File: src/rtl/pv_sequencer.sv
// Step sequencer for the PV cell model: latches operands, launches the PV model,
// waits for its results, then drives the external subtractor to form Ipv = Iph - Id.
module pv_sequencer #(
  parameter int AD_DIV  = 8,
  parameter int TIMEOUT = 255
) (
  input  logic        clk,
  input  logic        rst,
  input  logic        step,
  input  logic [31:0] Vd_in,
  input  logic [31:0] S_in,
  input  logic [31:0] T_in,
  output logic        sta,
  output logic        sta_ad,
  output logic [31:0] S,
  output logic [31:0] T,
  output logic [31:0] Vd,
  input  logic [31:0] Iph,
  input  logic [31:0] Id,
  input  logic        done_sig,
  output logic        sub_sta,
  output logic [31:0] sub_a,
  output logic [31:0] sub_b,
  input  logic [31:0] sub_result,
  input  logic        sub_done,
  output logic [31:0] Ipv,
  output logic        Ipv_valid,
  output logic        busy,
  output logic        timeout_err,
  output logic        overrun
);

  localparam int ADW = (AD_DIV > 1) ? $clog2(AD_DIV) : 1;
  localparam int TW  = (TIMEOUT > 1) ? $clog2(TIMEOUT + 1) : 1;
  localparam logic [ADW-1:0] AD_LAST = ADW'(AD_DIV - 1);
  // Abort fires on the edge where the post-increment count would reach TIMEOUT.
  localparam logic [TW-1:0]  T_LAST  = TW'(TIMEOUT - 1);

  typedef enum logic [2:0] {IDLE, LAUNCH, WAIT_PV, SUB, WAIT_SUB} state_t;

  state_t         state;
  logic [ADW-1:0] ad_cnt;
  logic [TW-1:0]  timer;

  always_ff @(posedge clk or posedge rst) begin
    if (rst) begin
      state       <= IDLE;
      ad_cnt      <= '0;
      timer       <= '0;
      sta         <= 1'b0;
      sta_ad      <= 1'b0;
      S           <= '0;
      T           <= '0;
      Vd          <= '0;
      sub_sta     <= 1'b0;
      sub_a       <= '0;
      sub_b       <= '0;
      Ipv         <= '0;
      Ipv_valid   <= 1'b0;
      busy        <= 1'b0;
      timeout_err <= 1'b0;
      overrun     <= 1'b0;
    end else begin
      sta       <= 1'b0;
      sta_ad    <= 1'b0;
      sub_sta   <= 1'b0;
      Ipv_valid <= 1'b0;

      if (step && (state != IDLE))
        overrun <= 1'b1;

      case (state)
        IDLE: begin
          if (step) begin
            Vd <= Vd_in;
            if (ad_cnt == '0) begin
              S <= S_in;
              T <= T_in;
            end
            sta_ad <= (ad_cnt == '0);
            ad_cnt <= (ad_cnt == AD_LAST) ? '0 : ad_cnt + 1'b1;
            sta    <= 1'b1;
            busy   <= 1'b1;
            state  <= LAUNCH;
          end
        end

        LAUNCH: begin
          timer <= '0;
          state <= WAIT_PV;
        end

        WAIT_PV: begin
          if (done_sig) begin
            // sub_a/sub_b double as the latched Iph/Id and stay put until the next result.
            sub_a   <= Iph;
            sub_b   <= Id;
            sub_sta <= 1'b1;
            state   <= SUB;
          end else if (timer == T_LAST) begin
            timeout_err <= 1'b1;
            busy        <= 1'b0;
            state       <= IDLE;
          end else begin
            timer <= timer + 1'b1;
          end
        end

        SUB: begin
          timer <= '0;
          state <= WAIT_SUB;
        end

        WAIT_SUB: begin
          if (sub_done) begin
            Ipv       <= sub_result;
            Ipv_valid <= 1'b1;
            busy      <= 1'b0;
            state     <= IDLE;
          end else if (timer == T_LAST) begin
            timeout_err <= 1'b1;
            busy        <= 1'b0;
            state       <= IDLE;
          end else begin
            timer <= timer + 1'b1;
          end
        end

        default: state <= IDLE;
      endcase
    end
  end

endmodule

File: config.mk
export PLATFORM = sky130hd
export DESIGN_NAME = pv_sequencer
export DESIGN_NICKNAME = d
export VERILOG_FILES = /design/src/rtl/pv_sequencer.sv
export SDC_FILE = /design/constraint.sdc
export NUM_CORES = 1
export LEC_CHECK = 0
export CAP_MARGIN = 20
export CORE_AREA = 3 3 154 156
export DETAILED_ROUTE_END_ITERATION = 8
export DIE_AREA = 0 0 157 159
export GPL_ROUTABILITY_DRIVEN = 0
export PLACE_DENSITY = 0.73
export SYNTH_ARGS = -nofsm -noshare
export SYNTH_HDL_FRONTEND = slang
export SYNTH_SLANG_ARGS = --single-unit
export TNS_END_PERCENT = 1
File: constraint.sdc
create_clock -name clk -period 8.4 [get_ports clk]
set_input_delay 2.1 -clock clk [delete_from_list [all_inputs] [get_ports clk]]
set_output_delay 2.1 -clock clk [all_outputs]
set_load 0.005 [all_outputs]
==> impl_summary.log, run 1 <==
[metrics] status: complete, no violations
[metrics] number of instances in the synthesized netlist: 578
[metrics] Worst Hold Launch: timeout_err$_DFFE_PP0P_
[metrics] unrepaired setup endpoints after global routing: false
[metrics] post-route cell area: 13100 um^2
[metrics] clock latency reported for the late side of the worst-skew pair: 0.50 ns
[metrics] max-capacitance violation count: 0
[metrics] Leak: 5.64 nW
[metrics] Crit Path Category: input port to flop
[metrics] cell with the biggest individual delay on the critical path: sky130_fd_sc_hd__buf_4
[metrics] endpoint required time on the critical path: 8.78 ns
[metrics] clock network fraction of design power: 21.1%
[metrics] Cell Area, Synth: 8180 um^2
[metrics] WP data arrival: 4.28 ns
[metrics] cell chosen for the clock root: sky130_fd_sc_hd__clkbuf_16
[metrics] clock transition at the registers of the reported paths: 0.06 ns
[metrics] number of warnings printed during yosys synthesis: 0
[metrics] Tot GR Track Use: 17.3%
[metrics] Slew HR: 43.5%
[metrics] final core utilization: 58.3%
[metrics] distinct cell type count after synthesis: 33
[metrics] syn avg cell area: 14.1 um^2
[metrics] number of diodes added for antenna fixing: 0
[metrics] type of the tightest min-delay check: flop to flop
[metrics] effective utilization at floorplan: 36.3%
[metrics] clock skew: 0.00845 ns
[metrics] top post-synthesis cells by area: sky130_fd_sc_hd__dfrtp_1 65%, sky130_fd_sc_hd__mux2_2 15%, sky130_fd_sc_hd__mux2_1 6.7%, sky130_fd_sc_hd__nand2_1 4.9%, sky130_fd_sc_hd__buf_2 0.86%
[metrics] Vias per Instance: 4.61
[metrics] cts-stage hold buffer count: 0
[metrics] I/O Buffers: 395
[metrics] clk buf depth: 3
[metrics] Syn Nets: 780
[metrics] cell accounting for the most synthesized area: sky130_fd_sc_hd__dfrtp_1
[metrics] CP startpoint kind: input port
[metrics] Synth async-reset ratio: 100%
[metrics] TritonCTS clock tree: built
[metrics] half-perimeter wire length of the detailed placement result: 16.1 mm
[metrics] fraction of final layout cells with drive strength greater than 1: 16.1%
[metrics] GR Overflow Total: 0
[metrics] maximum number of pins on one net before global-route repair: 149
[metrics] Met1 Routed Length: 8.48 mm
[metrics] total met2 wirelength after detailed routing: 11.1 mm
[metrics] summed negative setup slack over all endpoints: 0 ns
[metrics] placed cell area: 12300 um^2
[metrics] number of buffers and inverters on the critical path: 3
[metrics] signed area change from the synthesized netlist to the final layout: 60.3%
[metrics] Worst IR Drop VDD: 0.215 mV
[metrics] number of flops mapped to enable cells by yosys: 0
[metrics] flip-flop and latch count after synthesis: 213
[metrics] total number of clock tree sinks: 213
[metrics] critical path fanouts, max: 65
[metrics] post-layout minimum cycle time: 3.90 ns
[metrics] Placement Rows: 55
[metrics] Top FF cell, synth: sky130_fd_sc_hd__dfrtp_1
[metrics] vertical die dimension: 159 um
[metrics] Net Sw Power: 1.31 mW
[metrics] drt wl/cell: 17.5 um
[metrics] die span in x: 157 um
[metrics] top cell family by delay on the critical path: buffers and inverters
[metrics] top-area cell type share of the netlist area: 65.2%
[metrics] Pre-antenna DRT Iters: 4
[metrics] wire length of the first global-routing pass: 34.6 mm
[metrics] floorplan die area: 25000 um^2
[metrics] nets: 1177
[metrics] remaining design rule violation count: 0
[metrics] final hold violation count: 0
[metrics] leading cell type in the layout, fill and taps excluded: sky130_fd_sc_hd__clkdlybuf4s50_1
[metrics] initial antenna violation count: 0
[metrics] sequential cell fraction of total power: 38.3%
[metrics] vias in the first global route: 6248
[metrics] final antenna-violating net count: 0
[metrics] level count of the clock H-tree: 1
[metrics] proportion of synthesized chip area in sequential cells: 65.2%
[metrics] count of routing violations after the opening detailed-route iteration: 197
[metrics] total count of max-transition violations in the final report: 0
[metrics] Cell Int Power: 3.36 mW
[metrics] post-layout power: 4.66 mW
[metrics] Worst Max-Slew Pin Slew: 0.848 ns
[metrics] nature of the critical path endpoint: flop
[metrics] highest routing layer actually used: met4
[metrics] total instance count after detailed placement: 1233
[metrics] switching power share of the total: 28.0%
[metrics] DR WL met3: 2.21 mm
[metrics] slowest cell delay on critical path: 0.69 ns
[metrics] PwrDens: 356 nW/um^2
[metrics] worst-path cell chain: clkdlybuf4s50_1 > nand2_2 > buf_4 > nor3b_4 > buf_4 > mux2_2
[metrics] detailed-route via count: 5875
[metrics] number of cells in the finished layout apart from fillers: 1274
[metrics] Period Utilization, post-route: 46.5%
[metrics] Core ar.: 22500 um^2
[metrics] total detailed-routing wirelength: 22.3 mm
[metrics] most numerous cell on the critical path: sky130_fd_sc_hd__buf_4
[metrics] reg-to-reg critical path startpoint: state[0]$_DFFE_PP0P_
[metrics] cts bufs inserted: 24
[metrics] highest achievable clock rate: 0.256 GHz
[metrics] number of resized instances in the post-cts repair step: 0
[metrics] post-CTS setup repair buffer count: 0
[metrics] power share of the combinational group: 40.6%
[metrics] count of pins on the block boundary: 396
[metrics] timing startpoint of the critical path: step
[metrics] final-report setup violation count: 0
[metrics] most used cells in the layout excluding fill and tap cells: 395 x sky130_fd_sc_hd__clkdlybuf4s50_1, 213 x sky130_fd_sc_hd__dfrtp_1, 111 x sky130_fd_sc_hd__mux2_2
sequential cells by signal, summed over array words and instances, names as in the netlist:
register / flops
sta: 1
Ipv: 32
ad_cnt: 3
sub_b: 32
sub_sta: 1
timeout_err: 1
T: 32
sub_a: 32
sta_ad: 1
busy: 1
S: 32
Ipv_valid: 1
state: 3
overrun: 1
Vd: 32
timer: 8
cells by family after synthesis:
logic type               count (synthesis)  share of synthesized area, %
AO/OA/AOI/OAI                           26                          1.96
XOR/XNOR                                 1                         0.107
multiplexers                           160                          22.0
flip-flops                             213                          65.2
adder cells (fa/ha/maj)                  5                         0.765
AND/OR/NAND/NOR                        135                          7.22
buffers and inverters                   38                          2.74
per-layer routing:
layer  track usage [%]  vias to the layer above
li1                  -                     2754
met1              20.1                     2825
met2              30.3                      256
met3              6.01                       40
met4              4.42                        0
met5                 0                        -
path summary, 6_finish.rpt:
| kind | endpoint | slack (ns) | depth (start not counted) |
|---|---|---|---|
| max in group asynchronous | T[16]$_DFFE_PP0P_ | 4.68 | 4 |
| setup reg to reg | S[19]$_DFFE_PP0P_ | 5.84 | 6 |
| hold reg to reg | timeout_err$_DFFE_PP0P_ | 0.46 | 1 |
| min in group asynchronous | S[6]$_DFFE_PP0P_ | 2.00 | 2 |
| setup / recovery | S[19]$_DFFE_PP0P_ | 4.50 | 6 |
| hold / removal | timeout_err$_DFFE_PP0P_ | 0.46 | 1 |
power groups by stage:
stage	clock network (mW)	registers, mW	logic, mW
5_1_grt	1.06	1.85	2.05
3_3_place_gp	0	1.78	1.89
2_1_floorplan	0	1.80	0.695
4_1_cts	1.01	1.79	1.93
3_5_place_dp	0	1.80	1.92
6_report	0.985	1.78	1.89
per-stage QoR:
step | setup WS, ns | hold WS [ns]
detailed placement | 3.97 | 0.451
finish | 4.50 | 0.461
global placement | 3.97 | 0.444
global route | 4.36 | 0.477
CTS | 4.49 | 0.469
floorplan | 0.477 | 0.451
worst register-to-register path, stage by stage (launching register included):
cell	delay, ns
sky130_fd_sc_hd__dfrtp_1	0.49
sky130_fd_sc_hd__nor3_2	0.27
sky130_fd_sc_hd__nand2_2	0.07
sky130_fd_sc_hd__buf_4	0.27
sky130_fd_sc_hd__nor3b_4	0.22
sky130_fd_sc_hd__buf_4	0.69
sky130_fd_sc_hd__mux2_2	0.44
Yosys cell counts (3+ instances only):
cell type / instances
sky130_fd_sc_hd__o31ai_1: 3
sky130_fd_sc_hd__dfrtp_1: 213
sky130_fd_sc_hd__clkbuf_1: 5
sky130_fd_sc_hd__a21oi_1: 7
sky130_fd_sc_hd__buf_6: 6
sky130_fd_sc_hd__buf_2: 14
sky130_fd_sc_hd__or3_1: 7
sky130_fd_sc_hd__inv_1: 7
sky130_fd_sc_hd__nor2b_1: 5
sky130_fd_sc_hd__ha_1: 5
sky130_fd_sc_hd__mux2_2: 111
sky130_fd_sc_hd__nand2_1: 107
sky130_fd_sc_hd__buf_4: 5
sky130_fd_sc_hd__mux2_1: 49
sky130_fd_sc_hd__o21ai_0: 11
layout make-up:
class	count	area (um^2)
flip-flops and latches	213	5330
inverters	8	37.5
clock buffers	36	717
multi-input cells	327	2630
fillers	1813	9390
clock inverters	4	20.0
repair buffers	401	4020
well taps	285	357
(Power assumes the default switching activity.)
==> inputs of run 2 (changes only) <==
==> constraint.sdc (replaced) <==
create_clock -name clk -period 3.7 [get_ports clk]
set_input_delay 0.925 -clock clk [delete_from_list [all_inputs] [get_ports clk]]
set_output_delay 0.925 -clock clk [all_outputs]
set_load 0.005 [all_outputs]
==> impl_summary.log, run 2 (synthesis gave the netlist of run 1 again) <==
[metrics] status: complete, no violations
[metrics] nets: 1178 (+0.085%)
[metrics] smallest hold slack: 0.463 ns (+0.00171 ns)
[metrics] logic depth of the worst path, buffers included: 1 (-5)
[metrics] clock transition at the registers of the reported paths: 0.06 ns (about the same)
[metrics] total number of clock tree sinks: 213 (unchanged)
[metrics] fin worst setup slack: 1.32 ns (-3.18 ns)
[metrics] count of pins on the block boundary: 396 (unchanged)
[metrics] signed area change from the synthesized netlist to the final layout: 61.0%
[metrics] number of resized instances in the post-cts repair step: 0 (unchanged)
[metrics] summed negative setup slack over all endpoints: 0 ns (unchanged)
[metrics] reg-to-reg critical path startpoint: state[0]$_DFFE_PP0P_
[metrics] TritonCTS clock tree: built
[metrics] critical path endpoint: sub_b[0]
[metrics] slowest cell delay on critical path: 0.55 ns (-0.14 ns)
[metrics] total detailed-routing wirelength: 22.4 mm (+0.11%)
[metrics] Core ar.: 22500 um^2 (unchanged)
[metrics] number of diodes added for antenna fixing: 0 (unchanged)
[metrics] critical path fanouts, max: 2 (-97%)
[metrics] reg2reg path depth: 5 (-1)
[metrics] most used cells in the layout excluding fill and tap cells: 395 x sky130_fd_sc_hd__clkdlybuf4s50_1, 213 x sky130_fd_sc_hd__dfrtp_1, 111 x sky130_fd_sc_hd__mux2_2
[metrics] final hold violation count: 0 (unchanged)
[metrics] timing startpoint of the critical path: sub_b[0]$_DFFE_PP0P_
[metrics] clock skew: 0.00879 ns (+0.000345 ns)
[metrics] wire length of the first global-routing pass: 34.7 mm (+0.34%)
[metrics] Slew HR: 44.1% (+0.59 points)
[metrics] Worst Max-Slew Pin Slew: 0.839 ns (-0.00891 ns)
[metrics] highest achievable clock rate: 0.420 GHz
[metrics] cts bufs inserted: 25 (+4.2%)
[metrics] max-capacitance violation count: 0 (unchanged)
[metrics] drt wl/cell: 17.5 um (-0.13%)
[metrics] type of the tightest min-delay check: flop to flop
[metrics] leading cell type in the layout, fill and taps excluded: sky130_fd_sc_hd__clkdlybuf4s50_1
[metrics] cell chosen for the clock root: sky130_fd_sc_hd__clkbuf_16
[metrics] total count of max-transition violations in the final report: 0 (unchanged)
[metrics] total instance count after detailed placement: 1234 (+0.081%)
[metrics] vertical die dimension: 159 um (unchanged)
[metrics] level count of the clock H-tree: 1 (unchanged)
[metrics] CP startpoint kind: flop
[metrics] critical register-to-register path endpoint: S[26]$_DFFE_PP0P_
[metrics] pre-CTS setup slack: 0.946 ns (-3.02 ns)
[metrics] worst-path cell chain: clkdlybuf4s50_1
[metrics] cell with the biggest individual delay on the critical path: sky130_fd_sc_hd__clkdlybuf4s50_1
[metrics] clock latency reported for the late side of the worst-skew pair: 0.51 ns (about the same)
[metrics] final-report setup violation count: 0 (unchanged)
[metrics] Tot GR Track Use: 17.3% (-0.027 points)
[metrics] endpoint required time on the critical path: 2.77 ns (-6.01 ns)
[metrics] cts-stage hold buffer count: 0 (unchanged)
[metrics] Period Utilization, post-route: 64.4%
[metrics] Worst IR Drop VDD: 0.489 mV (+130%)
[metrics] effective utilization at floorplan: 36.3% (unchanged)
[metrics] vias in the first global route: 6195 (-0.85%)
[metrics] Vias per Instance: 4.63 (+0.34%)
[metrics] final core utilization: 58.5% (+0.23 points)
[metrics] count of routing violations after the opening detailed-route iteration: 149 (-24%)
[metrics] die span in x: 157 um (unchanged)
[metrics] maximum number of pins on one net before global-route repair: 154 (+3.4%)
[metrics] PwrDens: 811 nW/um^2 (+130%)
[metrics] post-CTS setup repair buffer count: 0 (unchanged)
[metrics] floorplan die area: 25000 um^2 (unchanged)
[metrics] WP data arrival: 1.46 ns (-2.82 ns)
[metrics] post-layout minimum cycle time: 2.38 ns
[metrics] Worst R2R Setup Slack: 1.66 ns (-4.18 ns)
[metrics] I/O Buffers: 395 (unchanged)
[metrics] fraction of final layout cells with drive strength greater than 1: 15.9% (-0.15 points)
[metrics] remaining design rule violation count: 0 (unchanged)
[metrics] GR Overflow Total: 0 (unchanged)
[metrics] unrepaired setup endpoints after global routing: false
[metrics] top cell family by delay on the critical path: buffers and inverters
[metrics] detailed-route via count: 5909 (+0.58%)
[metrics] Crit Path Category: flop to output port
[metrics] Leak: 5.65 nW (+0.19%)
[metrics] Pre-antenna DRT Iters: 4 (unchanged)
[metrics] initial antenna violation count: 0 (unchanged)
[metrics] Placement Rows: 55 (unchanged)
[metrics] final antenna-violating net count: 0 (unchanged)
[metrics] number of buffers and inverters on the critical path: 1 (-2)
[metrics] half-perimeter wire length of the detailed placement result: 16.1 mm (+0.40%)
[metrics] nature of the critical path endpoint: output port
[metrics] number of cells in the finished layout apart from fillers: 1277 (+0.24%)
[metrics] clk buf depth: 3 (unchanged)
## run 2: changes by cell type in the layout (fill, tap and decap cells not counted), sizes merged
cell	previous run	this run
clkbuf	36	39
clkinv	4	2
bufinv	0	1
clkinvlp	0	1
## run 2: layout make-up
class	instances	area, um^2
Tap cell	285	357
Clock buffer	39	728
Timing Repair Buffer	401	4040
Fill cell	1841	9340
Clock inverter	4	48.8
Multi-Input combinational cell	327	2630
Sequential cell	213	5330
Inverter	8	33.8
## run 2: layer usage
metal	track usage, %	share of wire (%)	vias up
li1	-	-	2758
met1	19.7	38	2851
met2	30.8	50	254
met3	5.41	9.3	46
met4	5.13	2.8	0
met5	0	0	-
## run 2: stage by stage
| step | power (mW) | area (um^2) |
|---|---|---|
| finish | 10.7 | 13200 |
| global route | 11.4 | 13200 |
| CTS | 10.9 | 13200 |
| detailed placement | 8.46 | 12400 |
| global placement | 8.35 | 12400 |
| floorplan | 5.67 | 8180 |
## run 2: worst min path at each step
stage                                  from                       to  slack [ns]  cells after the start
floorplan           timeout_err$_DFFE_PP0P_  timeout_err$_DFFE_PP0P_        0.45                      1
global placement    timeout_err$_DFFE_PP0P_  timeout_err$_DFFE_PP0P_        0.45                      1
detailed placement  timeout_err$_DFFE_PP0P_  timeout_err$_DFFE_PP0P_        0.46                      1
CTS                 timeout_err$_DFFE_PP0P_  timeout_err$_DFFE_PP0P_        0.47                      1
global route        timeout_err$_DFFE_PP0P_  timeout_err$_DFFE_PP0P_        0.49                      1
finish              timeout_err$_DFFE_PP0P_  timeout_err$_DFFE_PP0P_        0.46                      1
## run 2: where the power goes
part,leakage [nW],internal (mW),switching [mW]
registers,2.59,3.45,0.594
clock network,0.381,1.41,0.922
logic,2.68,2.86,1.45
total,5.65,7.72,2.96
==> inputs of run 3 (changes only) <==
==> constraint.sdc (replaced) <==
create_clock -name clk -period 2.5 [get_ports clk]
set_input_delay 0.625 -clock clk [delete_from_list [all_inputs] [get_ports clk]]
set_output_delay 0.625 -clock clk [all_outputs]
set_load 0.005 [all_outputs]
==> impl_summary.log, run 3 (synthesis gave the netlist of run 1 again) <==
[metrics] status: complete, no violations
[metrics] type of the tightest min-delay check: input port to asynchronous set/reset pin
[metrics] fraction of final layout cells with drive strength greater than 1: 16.6% (+0.72 points)
[metrics] remaining design rule violation count: 0 (unchanged)
[metrics] number of resized instances in the post-cts repair step: 0 (unchanged)
[metrics] Tot GR Track Use: 17.6% (+0.32 points)
[metrics] smallest hold slack: 0.399 ns (-0.0640 ns)
[metrics] die span in x: 157 um (unchanged)
[metrics] clock skew: 0.00487 ns (-0.00392 ns)
[metrics] maximum number of pins on one net before global-route repair: 84 (-45%)
[metrics] count of routing violations after the opening detailed-route iteration: 211 (+42%)
[metrics] Period Utilization, post-route: 81.9%
[metrics] post-CTS setup repair buffer count: 0 (unchanged)
[metrics] nature of the critical path endpoint: output port
[metrics] endpoint required time on the critical path: 1.88 ns (-0.89 ns)
[metrics] clock transition at the registers of the reported paths: 0.06 ns (about the same)
[metrics] post-layout power: 15.9 mW (+49%)
[metrics] nets: 1183 (+0.42%)
[metrics] Crit Path Category: flop to output port
[metrics] drt wl/cell: 17.5 um (about the same)
[metrics] TritonCTS clock tree: built
[metrics] critical path fanouts, max: 2 (unchanged)
[metrics] post-route cell area: 13300 um^2 (+0.71%)
[metrics] CP startpoint kind: flop
[metrics] cts-stage hold buffer count: 0 (unchanged)
[metrics] pre-CTS setup slack: 0.0683 ns (-0.878 ns)
[metrics] number of diodes added for antenna fixing: 0 (unchanged)
[metrics] final antenna-violating net count: 0 (unchanged)
[metrics] total detailed-routing wirelength: 22.5 mm (+0.44%)
[metrics] GR Overflow Total: 0 (unchanged)
[metrics] final hold violation count: 0 (unchanged)
[metrics] Pre-antenna DRT Iters: 4 (unchanged)
[metrics] Slew HR: 60.7% (+17 points)
[metrics] vertical die dimension: 159 um (unchanged)
[metrics] cell with the biggest individual delay on the critical path: sky130_fd_sc_hd__clkdlybuf4s50_1
[metrics] Vias per Instance: 4.65 (+0.55%)
[metrics] signed area change from the synthesized netlist to the final layout: 62.1%
[metrics] post-layout minimum cycle time: 2.05 ns
[metrics] number of buffers and inverters on the critical path: 1 (unchanged)
[metrics] leading cell type in the layout, fill and taps excluded: sky130_fd_sc_hd__clkdlybuf4s50_1
[metrics] highest achievable clock rate: 0.488 GHz
[metrics] fin worst setup slack: 0.452 ns (-0.865 ns)
[metrics] Leak: 5.70 nW (+0.92%)
[metrics] Placement Rows: 55 (unchanged)
[metrics] placed cell area: 12500 um^2 (+0.57%)
[metrics] clk buf depth: 3 (unchanged)
[metrics] max-capacitance violation count: 0 (unchanged)
[metrics] slowest cell delay on critical path: 0.57 ns (+0.02 ns)
[metrics] count of pins on the block boundary: 396 (unchanged)
[metrics] initial antenna violation count: 0 (unchanged)
[metrics] Core ar.: 22500 um^2 (unchanged)
[metrics] PwrDens: 1200 nW/um^2 (+48%)
[metrics] most used cells in the layout excluding fill and tap cells: 395 x sky130_fd_sc_hd__clkdlybuf4s50_1, 213 x sky130_fd_sc_hd__dfrtp_1, 111 x sky130_fd_sc_hd__mux2_2
[metrics] total count of max-transition violations in the final report: 0 (unchanged)
[metrics] total number of clock tree sinks: 213 (unchanged)
[metrics] vias in the first global route: 6323 (+2.1%)
[metrics] top cell family by delay on the critical path: buffers and inverters
[metrics] effective utilization at floorplan: 36.3% (unchanged)
[metrics] detailed-route via count: 5965 (+0.95%)
[metrics] Worst Max-Slew Pin Slew: 0.589 ns (-0.250 ns)
[metrics] WP data arrival: 1.42 ns (-0.04 ns)
[metrics] half-perimeter wire length of the detailed placement result: 16.7 mm (+3.4%)
[metrics] I/O Buffers: 395 (unchanged)
[metrics] unrepaired setup endpoints after global routing: false
[metrics] level count of the clock H-tree: 1 (unchanged)
[metrics] final-report setup violation count: 0 (unchanged)
[metrics] worst-path cell chain: clkdlybuf4s50_1
[metrics] clock latency reported for the late side of the worst-skew pair: 0.50 ns (about the same)
[metrics] floorplan die area: 25000 um^2 (unchanged)
[metrics] wire length of the first global-routing pass: 35.2 mm (+1.5%)
[metrics] Worst IR Drop VDD: 0.787 mV (+61%)
[metrics] cell chosen for the clock root: sky130_fd_sc_hd__clkbuf_16
[metrics] cts bufs inserted: 24 (-4.0%)
-- run 3: cell types whose count changed in the layout (fill, tap and decap cells not counted) --
cell / delta
sky130_fd_sc_hd__buf_12: +2
sky130_fd_sc_hd__clkinv_4: +1
sky130_fd_sc_hd__clkbuf_1: -3
sky130_fd_sc_hd__inv_6: -1
sky130_fd_sc_hd__clkinv_2: +1
sky130_fd_sc_hd__bufinv_16: +1
sky130_fd_sc_hd__buf_4: +4
-- run 3: worst register-to-register path, delay by kind of cell (launching register included) --
family,cells,cell delay [ns]
buffers and inverters,1,0.35
and+or+nand+nor,3,0.65
muxes,1,0.41
DFF,1,0.50
-- run 3: layer usage --
layer	share of wire [%]	vias to the layer above	track usage [%]
met3	8.5	32	5.46
li1	-	2776	-
met4	2.2	0	4.14
met1	38	2909	20.5
met5	0	-	0
met2	51	248	31.4
-- run 3: where the power goes --
part / internal [mW] / leakage, nW / switching (mW)
Clock: 2.18 / 0.395 / 1.37
Combinational: 4.27 / 2.72 / 2.15
Sequential: 5.10 / 2.59 / 0.884
Total: 11.5 / 5.70 / 4.40
-- run 3: path summary, 6_finish.rpt --
path                            slack, ns                    start                      end  cells past startpoint
worst max-delay path                 0.45        Vd[6]$_DFFE_PP0P_                    Vd[6]                      1
worst min-delay path                 0.40                      rst        T[21]$_DFFE_PP0P_                      2
worst max register to register       0.48     state[0]$_DFFE_PP0P_        S[25]$_DFFE_PP0P_                      5
worst min register to register       0.47  timeout_err$_DFFE_PP0P_  timeout_err$_DFFE_PP0P_                      1
max in group asynchronous            1.29                      rst         S[2]$_DFFE_PP0P_                      3
min in group clk                     0.47  timeout_err$_DFFE_PP0P_  timeout_err$_DFFE_PP0P_                      1
-- run 3: area by class of cell --
class | count | area, um^2
Multi-Input combinational cell | 327 | 2630
Timing Repair Buffer | 407 | 4110
Clock buffer | 36 | 717
Clock inverter | 6 | 83.8
Inverter | 8 | 33.8
Tap cell | 285 | 357
Sequential cell | 213 | 5330
Fill cell | 1824 | 9250
-- run 3: stage by stage --
stage               setup TNS [ns]  instances  util (%)
floorplan                  -190.67        578         -
global placement                 0       1240      55.4
detailed placement               0       1240      55.4
CTS                              0       1282      58.9
global route                     0       1282      58.9
finish                           0       1282      58.9
